File: config.mk
export PLATFORM = sky130hd
export DESIGN_NAME = spram_arb_ctrl
export DESIGN_NICKNAME = d
export VERILOG_FILES = /design/src/rtl/spram_arb_ctrl.sv
export SDC_FILE = /design/constraint.sdc
export NUM_CORES = 1
export LEC_CHECK = 0
export ABC_AREA = 0
export CAP_MARGIN = 20
export CORE_AREA = 2 2 145 147
export DETAILED_ROUTE_END_ITERATION = 6
export DIE_AREA = 0 0 147 149
export SYNTH_ARGS = -nofsm -noshare
export SYNTH_HDL_FRONTEND = slang
export SYNTH_SLANG_ARGS = --single-unit
export TNS_END_PERCENT = 30
File: constraint.sdc
create_clock -name clk -period 2.5 [get_ports clk]
set_clock_uncertainty 0.2 [all_clocks]
set_input_delay 0.25 -clock clk [delete_from_list [all_inputs] [get_ports clk]]
set_output_delay 0.25 -clock clk [all_outputs]
set_load 0.01 [all_outputs]
File: src/rtl/spram_arb_ctrl.sv
// Sequencer and two-requester round-robin arbiter in front of a single-port RAM.
// Zero-sweeps the RAM after reset or flush, then multiplexes client requests onto
// the RAM port and returns read data tagged with the requester id.
module spram_arb_ctrl #(
    parameter int unsigned w           = 64,
    parameter int unsigned p           = 8,
    parameter int unsigned d           = 64,
    parameter int unsigned log2d       = 6,
    parameter int unsigned RAM_LATENCY = 1
) (
    input  logic               clk,
    input  logic               rst_n,
    input  logic               flush_i,
    output logic               init_done_o,

    input  logic               req0_valid_i,
    output logic               req0_ready_o,
    input  logic               req0_we_i,
    input  logic [w/p-1:0]     req0_biten_i,
    input  logic [log2d-1:0]   req0_addr_i,
    input  logic [w-1:0]       req0_wdata_i,

    input  logic               req1_valid_i,
    output logic               req1_ready_o,
    input  logic               req1_we_i,
    input  logic [w/p-1:0]     req1_biten_i,
    input  logic [log2d-1:0]   req1_addr_i,
    input  logic [w-1:0]       req1_wdata_i,

    output logic               rsp_valid_o,
    output logic               rsp_id_o,
    output logic [w-1:0]       rsp_rdata_o,

    output logic               ram_ce_o,
    output logic               ram_we_o,
    output logic [w/p-1:0]     ram_biten_o,
    output logic [log2d-1:0]   ram_addr_o,
    output logic [w-1:0]       ram_din_o,
    input  logic [w-1:0]       ram_dout_i
);

    localparam int unsigned BW = w / p;

    typedef enum logic [1:0] {StInit, StRun, StDrain} state_e;

    state_e                 state_q, state_d;
    logic [log2d-1:0]       sweep_q, sweep_d;
    logic                   rr_q, rr_d;
    logic [RAM_LATENCY-1:0] pv_q, pv_d;
    logic [RAM_LATENCY-1:0] pid_q, pid_d;

    logic                   gnt0, gnt1, gnt_any, gnt_id;
    logic                   sel_we;
    logic [BW-1:0]          sel_biten;
    logic [log2d-1:0]       sel_addr;
    logic [w-1:0]           sel_wdata;

    // Grant decision: only in RUN, flush blocks all grants, rr pointer breaks ties.
    always_comb begin
        gnt0 = 1'b0;
        gnt1 = 1'b0;
        if (state_q == StRun && !flush_i) begin
            if (req0_valid_i && req1_valid_i) begin
                gnt0 = ~rr_q;
                gnt1 = rr_q;
            end else begin
                gnt0 = req0_valid_i;
                gnt1 = req1_valid_i;
            end
        end
    end

    assign gnt_any   = gnt0 | gnt1;
    assign gnt_id    = gnt1;
    assign sel_we    = gnt1 ? req1_we_i    : req0_we_i;
    assign sel_biten = gnt1 ? req1_biten_i : req0_biten_i;
    assign sel_addr  = gnt1 ? req1_addr_i  : req0_addr_i;
    assign sel_wdata = gnt1 ? req1_wdata_i : req0_wdata_i;

    // FSM next state, sweep counter and round-robin pointer.
    always_comb begin
        state_d = state_q;
        sweep_d = sweep_q;
        rr_d    = rr_q;
        unique case (state_q)
            StInit: begin
                if (sweep_q == log2d'(d - 1)) begin
                    sweep_d = '0;
                    state_d = StRun;
                end else begin
                    sweep_d = sweep_q + log2d'(1);
                end
            end
            StRun: begin
                if (flush_i) begin
                    state_d = StDrain;
                end
                if (gnt_any) begin
                    rr_d = ~gnt_id;
                end
            end
            StDrain: begin
                // Let in-flight reads return before the sweep overwrites the RAM.
                if (pv_q == '0) begin
                    state_d = StInit;
                    sweep_d = '0;
                end
            end
            default: begin
                state_d = StInit;
                sweep_d = '0;
            end
        endcase
    end

    // Read response pipe: one stage per cycle of RAM latency.
    always_comb begin
        pv_d  = (pv_q << 1) | RAM_LATENCY'(gnt_any & ~sel_we);
        pid_d = (pid_q << 1) | RAM_LATENCY'(gnt_id);
    end

    // State registers with synchronous active-low reset.
    always_ff @(posedge clk) begin
        if (!rst_n) begin
            state_q <= StInit;
            sweep_q <= '0;
            rr_q    <= 1'b0;
            pv_q    <= '0;
            pid_q   <= '0;
        end else begin
            state_q <= state_d;
            sweep_q <= sweep_d;
            rr_q    <= rr_d;
            pv_q    <= pv_d;
            pid_q   <= pid_d;
        end
    end

    // RAM port drive; everything is forced idle while reset is held.
    always_comb begin
        ram_ce_o    = 1'b0;
        ram_we_o    = 1'b0;
        ram_biten_o = '0;
        ram_addr_o  = '0;
        ram_din_o   = '0;
        if (rst_n) begin
            if (state_q == StInit) begin
                ram_ce_o    = 1'b1;
                ram_we_o    = 1'b1;
                ram_biten_o = '1;
                ram_addr_o  = sweep_q;
            end else if (gnt_any) begin
                ram_ce_o    = 1'b1;
                ram_we_o    = sel_we;
                ram_biten_o = sel_we ? sel_biten : '0;
                ram_addr_o  = sel_addr;
                ram_din_o   = sel_wdata;
            end
        end
    end

    assign req0_ready_o = rst_n & gnt0;
    assign req1_ready_o = rst_n & gnt1;
    assign init_done_o  = rst_n & (state_q == StRun);
    assign rsp_valid_o  = rst_n & pv_q[RAM_LATENCY-1];
    assign rsp_id_o     = pid_q[RAM_LATENCY-1];
    assign rsp_rdata_o  = ram_dout_i;

endmodule

== After elaboration in Yosys (flattened, before gate mapping) ==
Index checks and enable logic that the tools add are counted.

* Equal/unequal tests: 6
* Add/subtract/negate cells: 1
* Reductions and logical operators: 7
* Bitwise gates (word level): 10
* Multiplexer cells: 31

{| class="wikitable"
|+ Operators by type and width
! operator !! number
|-
| $mux W64 || 4
|-
| $mux W8 || 5
|-
| $mux W6 || 6
|-
| $pmux W6 S3 || 1
|-
| $mux W1 || 11
|-
| $add A6 B1 Y6 const B || 1
|-
| $eq A6 B6 Y1 const B || 1
|-
| $mux W2 || 3
|-
| $ne A2 B2 Y1 const B || 3
|-
| $pmux W2 S3 || 1
|-
| $and A1 B1 Y1 || 5
|-
| $not A1 Y1 || 4
|-
| $reduce_and A2 Y1 || 2
|-
| $reduce_and A3 Y1 || 1
|-
| $eq A2 B1 Y1 const B || 1
|-
| $eq A2 B2 Y1 const B || 1
|-
| $logic_and A1 B1 Y1 || 2
|-
| $logic_not A2 Y1 || 1
|-
| $logic_not A1 Y1 || 1
|-
| $or A1 B1 Y1 || 1
|}

* Output and inout port bits: 149
* Bits of input ports: 227
* Register bits after elaboration: 11

== Logic depth before layout (Yosys ltp) ==
* Depth in word-level cells: 8
* Depth in mapped cells: 6

== Worst setup path after synthesis ==
Ideal clock, no wire load.

* Path kind: register -> output
* Start point: reg state_q[0]
* End point: out ram_addr_o[0]
* Arrival: 1.500 ns
* Path slack: 0.550 ns
* Stages on the path, launching flop included: 6
* Path buffers: 1
* Cell sequence: dfxtp_1 -> nor3b_4 -> nand3_1 -> buf_2 -> mux2i_1 -> o21ai_0

* Cells in the longest elaborated chain, start to end: 7
* Elaborated cells between the ends (all ways): 10

{| class="wikitable"
|+ RTL lines
! element !! line !! text
|-
| start: declaration || 46 || <nowiki>state_e state_q, state_d;</nowiki>
|-
| start signal: assignment || 125 || <nowiki>state_q <= StInit;</nowiki>
|-
| start signal: assignment || 131 || <nowiki>state_q <= state_d;</nowiki>
|-
| $eq A2 B1 Y1 || 62 || <nowiki>if (state_q == StRun && !flush_i) begin</nowiki>
|-
| $logic_and A1 B1 Y1 || 62 ||
|-
| $mux W1 || 62 ||
|-
| $mux W6 / $or A1 B1 Y1 (equally long branches) || 77, 73 ||
|-
| $mux W6 || 152 || <nowiki>end else if (gnt_any) begin</nowiki>
|-
| $mux W6 * || 147 || <nowiki>if (state_q == StInit) begin</nowiki>
|-
| $mux W6 * || 146 || <nowiki>if (rst_n) begin</nowiki>
|-
| end: declaration || 37 || <nowiki>output logic [log2d-1:0] ram_addr_o,</nowiki>
|}

Every way passes the cells marked *; elsewhere a longest branch is shown, timed or not.

== Worst setup path after layout ==
* Start point: reg state_q[1]
* End point: out req1_ready_o

* Cells in the longest elaborated chain, start to end: 4

{| class="wikitable"
|+ RTL lines
! element !! line !! text
|-
| $eq A2 B1 Y1 || 62 ||
|-
| $logic_and A1 B1 Y1 || 62 ||
|-
| $mux W1 || 62 ||
|-
| $and A1 B1 Y1 || 163 || <nowiki>assign req1_ready_o = rst_n & gnt1;</nowiki>
|-
| end: declaration || 24 || <nowiki>output logic req1_ready_o,</nowiki>
|}

Every way passes these cells.

==> flow_summary.json <==
{
  "status": "finished clean",
  "synth_compound_area_share_pct": 22.57,
  "port_buffers": 247,
  "setup_violations": 0,
  "place.gp.congestion": 0.7494,
  "slew_headroom_pct": 75.34,
  "synth_area_leader_cell": "nand2_1",
  "critPathMaxFanout": 37,
  "min-delay-start": "req0_valid_i",
  "final_max_slew_viol_count": 0,
  "crit_family": "buffers and inverters",
  "die_area_sq_mm": 0.02190,
  "grt_antenna_before_repair": 0,
  "synth_warnings": 0,
  "p_sw_uw": 175.1,
  "clkSinkCount": 11,
  "r2r-end": "pv_q$_SDFF_PN0_",
  "synthXorXnorAreaFrac_pct": 1.182,
  "dieHeight_um": 149,
  "via_count": 3265,
  "h-tree-depth": 1,
  "required_ps": 2050,
  "grt_pass1_wl_mm": 17.11,
  "drtIter0Drc": 187,
  "wire_per_inst_um": 13.77,
  "postSynthAreaPerCell_sq_um": 5.657,
  "combPwrFrac_pct": 42.8,
  "fmaxAchievable_mhz": 406.9,
  "cts_made_buffers": 3,
  "tightest_slew_ps": 366.1,
  "vdd_drop_max_v": 0.0002767,
  "seqCellArea_sq_um": 220.2,
  "synth_mux_area_share_pct": 4.164,
  "post_cts_buffers": 0,
  "syn_area_sq_mm": 0.002223,
  "whs_path_depth": 3,
  "reg2reg_slack_ps": 660,
  "fin_crit_sh_pct": 98.31,
  "antenna_cells": 0,
  "syn2layout_area_growth_pct": 114.6,
  "grt_start_max_net_pins": 38,
  "clock_path_buffers": 2,
  "path_buf_inv": 4,
  "fin_ws_ps": 42.18,
  "totalPowerFinal_uw": 829.7,
  "grt_overflow": 0,
  "yosysTopAreaCellShare_pct": 26.51,
  "r2r_cells": 6,
  "cpMaxStageDelayCell": "clkdlybuf4s50_1",
  "cp_cell_sequence": "buf_4 -> nor3b_4 -> buf_4 -> nand3_4 -> buf_12 -> nor2_1 -> clkdlybuf4s50_1",
  "drc": 0,
  "syn_nets": 621,
  "synthTopCellsByArea": "nand2_1, buf_4, a21oi_1",
  "finalCoreUtilization_pct": 23.21,
  "layout_commonest_cell": "clkdlybuf4s50_1",
  "final_cell_mix": "clkdlybuf4s50_1, nand2_1, a21oi_1",
  "synth_cell_types": 31,
  "max-cap-violations": 0,
  "initial_core_util_pct": 10.82,
  "swShare_pct": 21.11,
  "routed_wirelength_mm": 11.87,
  "dp_hpwl_mm": 9.167,
  "via_per_inst": 3.788,
  "grt_pass1_vias": 3052,
  "die_x_um": 147,
  "end_kind": "output pin",
  "whs_ps": 267.8,
  "ant_nets": 0,
  "fin_nets": 816,
  "cp.arrival_ps": 2010,
  "slowest_delay_ps": 540,
  "clkPwrFrac_pct": 34.9,
  "syn_inst": 393,
  "worstHoldPathType": "in2reg",
  "leakagePower_nw": 2.168,
  "hold_violations": 0,
  "cts_root_buffer": "clkbuf_16",
  "grtUsageTotal_pct": 9.751,
  "synthSimpleGateAreaFrac_pct": 34.61,
  "cts_tree": "yes",
  "critPathKind": "reg2out",
  "ios": 376,
  "cts_hold_buf": 0,
  "multi_input_area_sq_mm": 0.001466,
  "rsz0062_at_grt": "true",
  "synthAdderAreaFrac_pct": 0.5627,
  "p_per_area_mw_per_mm2": 173.9,
  "crit_path_start_kind": "flip-flop",
  "path_clk_slew_ps": 40,
  "rows": 53,
  "drtPass1Iterations": 4,
  "r2r_start": "state_q[1]$_SDFFE_PN0P_",
  "n_fill_cell": 2305,
  "min_to": "rr_q$_SDFFE_PN0P_",
  "crit_path_frequent_cell": "buf_4",
  "drive_above_1_share_pct": 11.24,
  "p_seq_share_pct": 22.3,
  "synth_seq_cells": 11,
  "core_area_sq_mm": 0.02056,
  "synth_seq_area_share_pct": 9.904,
  "synth_top_family_by_area": "simple AND/OR/NAND/NOR gates",
  "intPower_uw": 654.5,
  "fin_crit_ps": 2458,
  "clock_latency_ps": 230,
  "place_ws_ps": -486.3
}
## worst max path at each step
stage,start,to,slack [ps],depth (start not counted)
floorplan,state_q[0]$_SDFFE_PN0P_,ram_addr_o[0],550,5
global placement,rst_n,ram_din_o[61],-470,6
detailed placement,rst_n,ram_din_o[61],-490,6
CTS,state_q[1]$_SDFFE_PN0P_,ram_din_o[17],20,8
global route,state_q[1]$_SDFFE_PN0P_,ram_din_o[39],-70,7
finish,state_q[1]$_SDFFE_PN0P_,req1_ready_o,40,7
## worst reg2reg max path: cells and delay by family, from the launching register on
| family | cells | cell delay (ps) |
|---|---|---|
| and+or+nand+nor | 3 | 570 |
| muxes | 1 | 360 |
| buffers and inverters | 2 | 330 |
| DFF | 1 | 320 |
## registers in the layout, indices dropped and copies added (netlist names)
signal	cells
sweep_q	6
state_q	2
pv_q	1
rr_q	1
rsp_id_o	1
## routing by layer
metal	vias up	global-route usage [%]	routed length, um
met4	0	2.885	350
met5	-	0	0
met3	34	2.446	1038
met1	1456	12.65	5127
met2	157	16.03	5355
li1	1618	-	-
## power groups by stage
| stage | registers [mW] | logic (mW) | clock network (mW) |
|---|---|---|---|
| after global placement | 0.188 | 0.358 | 0 |
| final | 0.185 | 0.355 | 0.290 |
| after floorplan | 0.187 | 0.161 | 0 |
| after global routing | 0.185 | 0.384 | 0.306 |
| after CTS | 0.185 | 0.356 | 0.297 |
| after detailed placement | 0.188 | 0.357 | 0 |
## area by class of cell
type,instances,share of cell area (%)
repair buffers,278,55.64
multi-input cells,292,30.73
well taps,275,7.210
flip-flops and latches,11,4.615
clock buffers,4,1.652
inverters,2,0.1573
## through the flow
stage	std cells	TNS [ps]	cell area [sq um]
5_1_grt	862	-479.5	4772
2_1_floorplan	393	0	2223
6_report	862	0	4772
3_5_place_dp	856	-23010	4762
4_1_cts	862	0	4817
3_3_place_gp	856	-21590	4762
## Yosys cell counts
master      n
a211oi_1    1
a21boi_0    1
a21oi_1    67
a22oi_1     1
a311oi_1    1
a31oi_1     1
a32oi_1     8
and2_1      1
and3_1      4
buf_2       9
buf_4      66
clkbuf_1   14
clkinv_1    1
dfxtp_1    11
ha_1        1
inv_1       1
mux2_2      2
mux2i_1     7
nand2_1   157
nand2b_1    2
nand3_1     4
nand3b_1    3
nand4b_1    1
nor2_1     13
nor3_1      1
nor3b_4     1
o21ai_0     8
o21bai_4    1
or2_2       1
or3_1       1
xor2_1      3
## kinds of logic after synthesis
family	count (synthesis)
compound gates	89
xor+xnor	3
fa+ha+maj	1
buf+inv	91
flops	11
mux	9
simple gates	189
## timing repair
item                                    4_1_cts  5_1_grt
gates cloned                                  2        0
endpoints found under the setup margin       81       54
gates resized for setup                      91       45
pin swaps                                     2        1
Note: power is estimated with default switching activity, not from simulation.
